<file path="src/rtl/led_pwm_ctrl_pkg.sv">
// Shared definitions for the multi-channel LED PWM driver:
// channel mode encodings and their width.
package led_pwm_ctrl_pkg;

  localparam int MODE_W = 3;

  localparam logic [MODE_W-1:0] MODE_OFF     = 3'd0;
  localparam logic [MODE_W-1:0] MODE_ON      = 3'd1;
  localparam logic [MODE_W-1:0] MODE_PWM     = 3'd2;
  localparam logic [MODE_W-1:0] MODE_BLINK   = 3'd3;
  localparam logic [MODE_W-1:0] MODE_BREATHE = 3'd4;

endpackage

</file>
<file path="src/rtl/led_pwm_channel.sv">
// One LED channel: holds mode/level config plus blink and breathe phase,
// and registers the LED drive from the shared PWM counter.
module led_pwm_channel
  import led_pwm_ctrl_pkg::*;
#(
  parameter int PWM_WIDTH = 8
) (
  input  logic                 clk,
  input  logic                 rst,
  input  logic                 wr,
  input  logic [MODE_W-1:0]    mode,
  input  logic [PWM_WIDTH-1:0] level,
  input  logic [PWM_WIDTH-1:0] pwm_cnt,
  input  logic                 wrap,
  output logic                 led
);

  localparam logic [PWM_WIDTH-1:0] ONE_W = PWM_WIDTH'(1);
  localparam logic [PWM_WIDTH-1:0] MAX_W = '1;

  logic [MODE_W-1:0]    mode_q, mode_d;
  logic [PWM_WIDTH-1:0] level_q, level_d;
  logic [PWM_WIDTH-1:0] blink_cnt_q, blink_cnt_d;
  logic                 blink_q, blink_d;
  logic [PWM_WIDTH-1:0] duty_q, duty_d;
  logic                 dir_q, dir_d;
  logic                 led_q, led_d;

  always_comb begin
    mode_d      = mode_q;
    level_d     = level_q;
    blink_cnt_d = blink_cnt_q;
    blink_d     = blink_q;
    duty_d      = duty_q;
    dir_d       = dir_q;
    // A write wins over a coincident wrap so the restarted phase starts clean.
    if (wr) begin
      mode_d      = mode;
      level_d     = level;
      blink_cnt_d = '0;
      blink_d     = 1'b0;
      duty_d      = '0;
      dir_d       = 1'b0;
    end else if (wrap) begin
      case (mode_q)
        MODE_BLINK: begin
          if (blink_cnt_q == level_q) begin
            blink_cnt_d = '0;
            blink_d     = ~blink_q;
          end else begin
            blink_cnt_d = blink_cnt_q + ONE_W;
          end
        end
        MODE_BREATHE: begin
          if (!dir_q) begin
            duty_d = duty_q + ONE_W;
            if (duty_q == MAX_W - ONE_W) dir_d = 1'b1;
          end else begin
            duty_d = duty_q - ONE_W;
            if (duty_q == ONE_W) dir_d = 1'b0;
          end
        end
        default: ;
      endcase
    end
  end

  always_comb begin
    led_d = 1'b0;
    case (mode_q)
      MODE_ON:      led_d = 1'b1;
      MODE_PWM:     led_d = (pwm_cnt < level_q);
      MODE_BLINK:   led_d = blink_q;
      MODE_BREATHE: led_d = (pwm_cnt < duty_q);
      default:      led_d = 1'b0;
    endcase
  end

  always_ff @(posedge clk or posedge rst) begin
    if (rst) begin
      mode_q      <= MODE_OFF;
      level_q     <= '0;
      blink_cnt_q <= '0;
      blink_q     <= 1'b0;
      duty_q      <= '0;
      dir_q       <= 1'b0;
      led_q       <= 1'b0;
    end else begin
      mode_q      <= mode_d;
      level_q     <= level_d;
      blink_cnt_q <= blink_cnt_d;
      blink_q     <= blink_d;
      duty_q      <= duty_d;
      dir_q       <= dir_d;
      led_q       <= led_d;
    end
  end

  assign led = led_q;

endmodule

</file>
<file path="src/rtl/led_pwm_ctrl.sv">
// Multi-channel LED driver top: shared prescaler and PWM counter, wrap
// generation and config write decode feeding one led_pwm_channel per LED.
module led_pwm_ctrl
  import led_pwm_ctrl_pkg::*;
#(
  parameter int N_LED       = 4,
  parameter int PWM_WIDTH   = 8,
  parameter int PRESC_WIDTH = 16,
  parameter int CH_WIDTH    = (N_LED > 1) ? $clog2(N_LED) : 1
) (
  input  logic                   clk,
  input  logic                   rst,
  input  logic [PRESC_WIDTH-1:0] i_presc,
  input  logic                   i_wr_en,
  input  logic [CH_WIDTH-1:0]    i_wr_ch,
  input  logic [MODE_W-1:0]      i_wr_mode,
  input  logic [PWM_WIDTH-1:0]   i_wr_level,
  output logic [N_LED-1:0]       o_led,
  output logic                   o_tick
);

  localparam logic [PWM_WIDTH-1:0] PWM_MAX = '1;

  logic [PRESC_WIDTH-1:0] presc_cnt_q, presc_cnt_d;
  logic [PWM_WIDTH-1:0]   pwm_cnt_q, pwm_cnt_d;
  logic                   o_tick_q, o_tick_d;
  logic                   tick;
  logic                   wrap;
  logic                   wr_in_range;

  // >= (not ==) so lowering i_presc below the running count wraps at once.
  always_comb begin
    tick        = (presc_cnt_q >= i_presc);
    presc_cnt_d = tick ? '0 : presc_cnt_q + PRESC_WIDTH'(1);
    pwm_cnt_d   = tick ? pwm_cnt_q + PWM_WIDTH'(1) : pwm_cnt_q;
    wrap        = tick && (pwm_cnt_q == PWM_MAX);
    o_tick_d    = tick;
    wr_in_range = i_wr_en && ({1'b0, i_wr_ch} < (CH_WIDTH + 1)'(N_LED));
  end

  always_ff @(posedge clk or posedge rst) begin
    if (rst) begin
      presc_cnt_q <= '0;
      pwm_cnt_q   <= '0;
      o_tick_q    <= 1'b0;
    end else begin
      presc_cnt_q <= presc_cnt_d;
      pwm_cnt_q   <= pwm_cnt_d;
      o_tick_q    <= o_tick_d;
    end
  end

  assign o_tick = o_tick_q;

  for (genvar g = 0; g < N_LED; g++) begin : g_ch
    logic ch_wr;
    assign ch_wr = wr_in_range && (i_wr_ch == CH_WIDTH'(g));

    led_pwm_channel #(
      .PWM_WIDTH (PWM_WIDTH)
    ) u_channel (
      .clk     (clk),
      .rst     (rst),
      .wr      (ch_wr),
      .mode    (i_wr_mode),
      .level   (i_wr_level),
      .pwm_cnt (pwm_cnt_q),
      .wrap    (wrap),
      .led     (o_led[g])
    );
  end

endmodule

</file>
<file path="config.mk">
export PLATFORM = sky130hd
export DESIGN_NAME = led_pwm_ctrl
export DESIGN_NICKNAME = d
export VERILOG_FILES = /design/src/rtl/led_pwm_ctrl_pkg.sv /design/src/rtl/led_pwm_channel.sv /design/src/rtl/led_pwm_ctrl.sv
export SDC_FILE = /design/constraint.sdc
export NUM_CORES = 1
export LEC_CHECK = 0
export CORE_ASPECT_RATIO = 0.75
export CORE_UTILIZATION = 31
export CTS_CLUSTER_DIAMETER = 60
export DETAILED_ROUTE_END_ITERATION = 8
export SYNTH_ARGS = -nofsm -noshare
export SYNTH_HDL_FRONTEND = slang
export SYNTH_SLANG_ARGS = --single-unit
</file>
<file path="constraint.sdc">
create_clock -name clk -period 5.2 [get_ports clk]
set_input_delay 1.04 -clock clk [delete_from_list [all_inputs] [get_ports clk]]
set_output_delay 1.04 -clock clk [all_outputs]
set_load 0.1 [all_outputs]
</file>
## Word-level counts from Yosys, hierarchy flattened

Cells that the tools add are included.

- Register bits: 145
- Output and inout port bits: 5
- Logic and storage cells: 201

- Add/subtract/negate cells: 14
- $lt $le $gt $ge: 9
- Equality and inequality tests: 32
- Multiplexer cells: 77
- Bitwise gates (word level): 4
- Reduce and logical (&&, ||, !) cells: 34

Operator list:

| operator | count |
|---|---|
| 2-to-1 mux 8 bit | 32 |
| adder 8 x 1 -> 8 bit (second input constant) | 9 |
| less-than comparator 8 bit | 8 |
| == test 8 bit (second input constant) | 5 |
| 2-to-1 mux 1 bit | 40 |
| == test 8 x 1 -> 1 bit (second input constant) | 4 |
| == test 8 bit | 4 |
| nonzero test 2 bit | 16 |
| subtractor 8 x 1 -> 8 bit (second input constant) | 4 |
| == test 3 x 2 -> 1 bit (second input constant) | 8 |
| adder 16 x 1 -> 16 bit (second input constant) | 1 |
| greater-or-equal comparator 16 bit | 1 |
| 2-to-1 mux 16 bit | 1 |
| case mux 1 bit (4 select lines) | 4 |
| AND reduction 2 bit | 8 |
| == test 3 x 1 -> 1 bit (second input constant) | 4 |
| == test 3 bit (second input constant) | 4 |
| AND reduction 3 bit | 4 |
| logical AND 1 bit | 5 |
| == test 2 bit (second input constant) | 2 |
| inverter 1 bit | 4 |
| == test 2 x 1 -> 1 bit (second input constant) | 1 |
| zero test 2 bit | 1 |

## Logic depth before layout (Yosys ltp)

- Depth in word-level cells: 6
- Gate-level depth with buffers: 11
- Depth with buffers taken out: 9

## Modules after synthesis

From an unflattened synthesis, not the netlist that was laid out.

- Cells, all modules: 1,018
- Area, all modules: 9,449.1 µm²

By module, submodules not included:

| module | instances | cells each | area an instance (µm²) | seq. area each (µm²) |
|---|---|---|---|---|
| led_pwm_channel | 4 | 214 | 1,975.6 | 750.7 |
| led_pwm_ctrl | 1 | 162 | 1,546.5 | 625.6 |

## Least setup slack after synthesis

No wires, ideal clock.

- Kind: input port to flip-flop
- Start point: input i_presc[13]
- End point: register g_ch[3].u_channel.duty_q[3]
- Arrival time: 2.954 ns
- Required time: 5.081 ns
- Path slack: 2.127 ns
- Stages on the path: 9
- Path buffers: 1
- Cell sequence: inv_1 > ha_1 > nand4_2 > nor4_4 > a32oi_4 > a2111oi_4 > buf_6 > a21oi_1 > o21a_1

- Word-level cells in the longest chain between the ends: 4

Ends and longest elaborated chain:

| what | line | text |
|---|---|---|
| start, declared | led_pwm_ctrl.sv:13 | `input logic [PRESC_WIDTH-1:0] i_presc,` |
| greater-or-equal comparator 16 bit | led_pwm_ctrl.sv:33 | `tick = (presc_cnt_q >= i_presc);` |
| logical AND 1 bit | led_pwm_ctrl.sv:36 | `wrap = tick && (pwm_cnt_q == PWM_MAX);` |
| nonzero test 2 bit (no line) | - |  |
| AND reduction 2 bit (no line) | - |  |
| end signal, assigned | led_pwm_channel.sv:93 | `duty_q <= duty_d;` |
| end, declared | led_pwm_channel.sv:25 | `logic [PWM_WIDTH-1:0] duty_q, duty_d;` |

Every way passes these cells.
A chain may end at the register's enable or synchronous reset.

## Final worst setup path

- Start point: input i_presc[13]
- End point: register g_ch[0].u_channel.blink_cnt_q[7]

- Word-level cells in the longest chain between the ends: 4

Ends and longest elaborated chain:

| what | line | text |
|---|---|---|
| greater-or-equal comparator 16 bit | led_pwm_ctrl.sv:33 |  |
| logical AND 1 bit | led_pwm_ctrl.sv:36 |  |
| nonzero test 2 bit (no line) | - |  |
| AND reduction 2 bit (no line) | - |  |
| end signal, assigned | led_pwm_channel.sv:91 | `blink_cnt_q <= blink_cnt_d;` |
| end, declared | led_pwm_channel.sv:23 | `logic [PWM_WIDTH-1:0] blink_cnt_q, blink_cnt_d;` |

Every way passes these cells.

==> summary.txt <==
Outcome
  – Run status: finished with violations
  – Failing checks: DRC

Floorplan
  – Die extent in y: 155.7 um
  – # IOs: 37
  – Die area: 32220 sq um
  – Core area: 30550 sq um
  – Die Wd: 206.9 um
  – Starting Density: 31.95%
  – Cell row count: 55

Global routing
  – Gr ovfl total: 0
  – First-pass GRT wire length: 42880 um
  – Vias in the first global route: 7993
  – Initial antenna violation count: 0
  – Largest net degree at the start of global routing: 94
  – Total track usage: 16.99%

Synthesis
  – Main synth FF type: dfrtp_1
  – Syn_nets: 1208
  – Yosys warns: 0
  – Number of synthesized flops with an enable pin: 0
  – Synth Instances: 1082
  – Avg Inst Size Synth: 9.023 sq um
  – Post-synth cell types: 72
  – Flops & latches, synth: 145
  – Mapped Area: 9763 sq um
  – Async set-reset flop share out of synthesis: 100.0%
  – Seq/Total Area, Yosys: 37.17%

Route
  – DR iter-0 viols: 631
  – ANT nets after route: 0
  – Wirelength per Cell: 17.25 um
  – # DRC: 3
  – Drt via density: 5.355
  – Detailed Route WL: 26200 um
  – Router iterations before antenna repair: 8
  – Via count: 8135

Min path
  – Hold Crit Class: reg2reg

Placement
  – Final HPWL DP: 18810 um
  – Cell Area, Placed: 10510 sq um
  – Placer Congestion: 0.8637
  – Dpl ws: 1.107 ns
  – PortBufs: 36

Timing
  – Min setup slack post-route: 1.526 ns
  – TNS Setup: 0 ns
  – RSZ-0062 raised after global routing: no
  – Fin Hold WS: 0.5090 ns
  – Worst rel slew slack: 28.56%
  – Actual slew at the worst max-slew pin: 1.067 ns
  – Tmin final: 3.674 ns
  – Clock Skew: 0.01142 ns
  – Final hold vios: 0
  – Pins Over Slew Limit: 0
  – Fmax: 272.2 MHz
  – Final setup viols: 0
  – Final Cycle Share: 70.66%

Critical path
  – Worst path required time: 5.52 ns
  – Kind of critical path: in2reg
  – CP Capture Type: flop
  – CP Launch Type: input port
  – CP Max Fanout: 25
  – Critical path arrival: 4.00 ns

Clocking
  – H-tree Lvls: 4
  – # hold bufs at CTS: 0
  – CTS root buf: clkbuf_16
  – Post-CTS Resized: 0
  – Clock Path Buffers: 2
  – Clock tree sinks: 145
  – Clock slew at reported path FFs: 0.07 ns
  – Worst skew pair latency: 0.43 ns
  – TritonCTS clock tree: yes
  – Cts bufs inserted: 17
  – Postcts setup bufs: 0

Power and ir drop
  – Power share of the clock group: 35.8%
  – Max VDD drop: 0.0002383 V
  – Internal power: 2395 uW
  – Pleak: 0.004817 uW
  – Pwr Density: 330.0 nW/um^2
  – Logic pwr share: 24.7%
  – Sw frac: 34.83%
  – Pwr Total: 3675 uW
  – Psw: 1280 uW
  – Power share of the sequential group: 39.5%

Job
  – Max-Cap Viols: 0

Cells and area
  – Fin nets: 1233
  – Most common cell after layout, fill and taps aside: nand2_1
  – Most frequent cells in the layout: nand2_1, dfrtp_1, ha_1
  – Multi-input logic area: 5638 sq um
  – Syn-to-layout area delta: 14.06%
  – Storage cell area: 3628 sq um
  – Ant. Diodes: 0
  – Filler instances: 3092
  – Post-route cell area: 11140 sq um
  – Share of cells above drive strength 1: 7.143%
==> cell usage after synthesis (all sizes together), types with 4 or more instances <==
cell     count  share of area, %
o21ai       65               3.3
nand2b      18               1.2
o211ai      13               1.0
nor2        60               2.3
a2111oi      8               1.5
nor3        19               1.0
xor2        34               3.1
a21o        18               1.4
ha          94                12
a211oi      18               1.6
and2        11              0.70
or2          8              0.51
and4         6              0.54
nand3b       5              0.38
nand2      148               5.7
a31o         6              0.54
inv         83               3.2
a21oi       51               2.8
nand3       33               1.7
nor4        10              0.79
buf         18               1.2
and3        20               1.3
o41ai        5              0.60
a211o        6              0.54
clkbuf      21              0.81
o311ai      14               1.3
or3          9              0.58
o31ai       15               1.2
nor3b        4              0.31
a22oi        4              0.31
o21a         7              0.54
o2111ai      4              0.42
xnor2       29               2.6
or4          9              0.69
dfrtp      145                37
nor2b        6              0.38
nand4       29               2.1
==> worst paths after layout <==
kind | endpoint | depth (start not counted) | startpoint | slack [ns]
hold / removal | g_ch[3].u_channel.blink_cnt_q[7]$_DFFE_PP0P_ | 1 | g_ch[3].u_channel.blink_cnt_q[7]$_DFFE_PP0P_ | 0.51
setup reg to reg | g_ch[3].u_channel.dir_q$_DFFE_PP0P_ | 5 | pwm_cnt_q[1]$_DFFE_PP0N_ | 1.92
max in group asynchronous | presc_cnt_q[5]$_DFF_PP0_ | 3 | rst | 3.07
min in group asynchronous | g_ch[1].u_channel.duty_q[1]$_DFFE_PP0P_ | 2 | rst | 1.15
hold reg to reg | g_ch[3].u_channel.blink_cnt_q[7]$_DFFE_PP0P_ | 1 | g_ch[3].u_channel.blink_cnt_q[7]$_DFFE_PP0P_ | 0.51
setup / recovery | g_ch[0].u_channel.blink_cnt_q[7]$_DFFE_PP0P_ | 10 | i_presc[13] | 1.53
==> power by group through the flow <==
stage	registers [uW]	logic [uW]	clock network, uW
final	1450	909	1310
after global routing	1470	1030	1380
after CTS	1450	915	1340
after detailed placement	1470	908	0
after global placement	1470	887	0
after floorplan	1380	703	0
==> critical path, stage by stage <==
cell and delay [ns]:
clkdlybuf4s50_1 0.47, inv_1 0.04, ha_1 0.34, nand4_2 0.16
nor4_4 0.39, a32o_2 0.34, nor2_2 0.07, inv_2 0.39
nand3_1 0.35, o41ai_1 0.40
==> metrics by stage <==
| stage | instances | util, % |
|---|---|---|
| finish | 1519 | 36.45 |
| global route | 1519 | 36.45 |
| CTS | 1519 | 36.45 |
| detailed placement | 1487 | 34.40 |
| global placement | 1487 | 34.40 |
| floorplan | 1082 | - |
==> final cells by class <==
| class | instances | area share [%] |
|---|---|---|
| Clock buffer | 21 | 4.225 |
| Inverter | 83 | 2.843 |
| Sequential cell | 145 | 32.58 |
| Tap cell | 399 | 4.483 |
| Multi-Input combinational cell | 815 | 50.63 |
| Clock inverter | 11 | 1.393 |
| Timing Repair Buffer | 45 | 3.843 |
==> registers in the layout, indices dropped and copies added (netlist names) <==
signal	count
g_ch.u_channel.level_q	32
presc_cnt_q	16
g_ch.u_channel.dir_q	4
g_ch.u_channel.blink_cnt_q	32
g_ch.u_channel.led	4
o_tick	1
g_ch.u_channel.blink_q	4
g_ch.u_channel.duty_q	32
g_ch.u_channel.mode_q	12
pwm_cnt_q	8
==> metal layers <==
| metal | part of all wire, % | global-route usage (%) |
|---|---|---|
| met5 | 0 | 0 |
| met2 | 43 | 25.14 |
| met3 | 6.4 | 4.052 |
| met4 | 1.0 | 3.997 |
| met1 | 50 | 24.66 |
==> kinds of logic (layout without fill, tap and decap cells) <==
kind of cell             after synthesis  after routing  synth area share [%]
flip-flops                           145            145                 37.17
multiplexers                           3              3                0.3076
adder cells (fa/ha/maj)               94             94                 12.05
XOR/XNOR                              63             63                 5.652
AND/OR/NAND/NOR                      402            402                 20.84
AO/OA/AOI/OAI                        253            253                 18.79
buffers and inverters                122            160                 5.203
No activity file was read; power rests on OpenSTA's default activity.
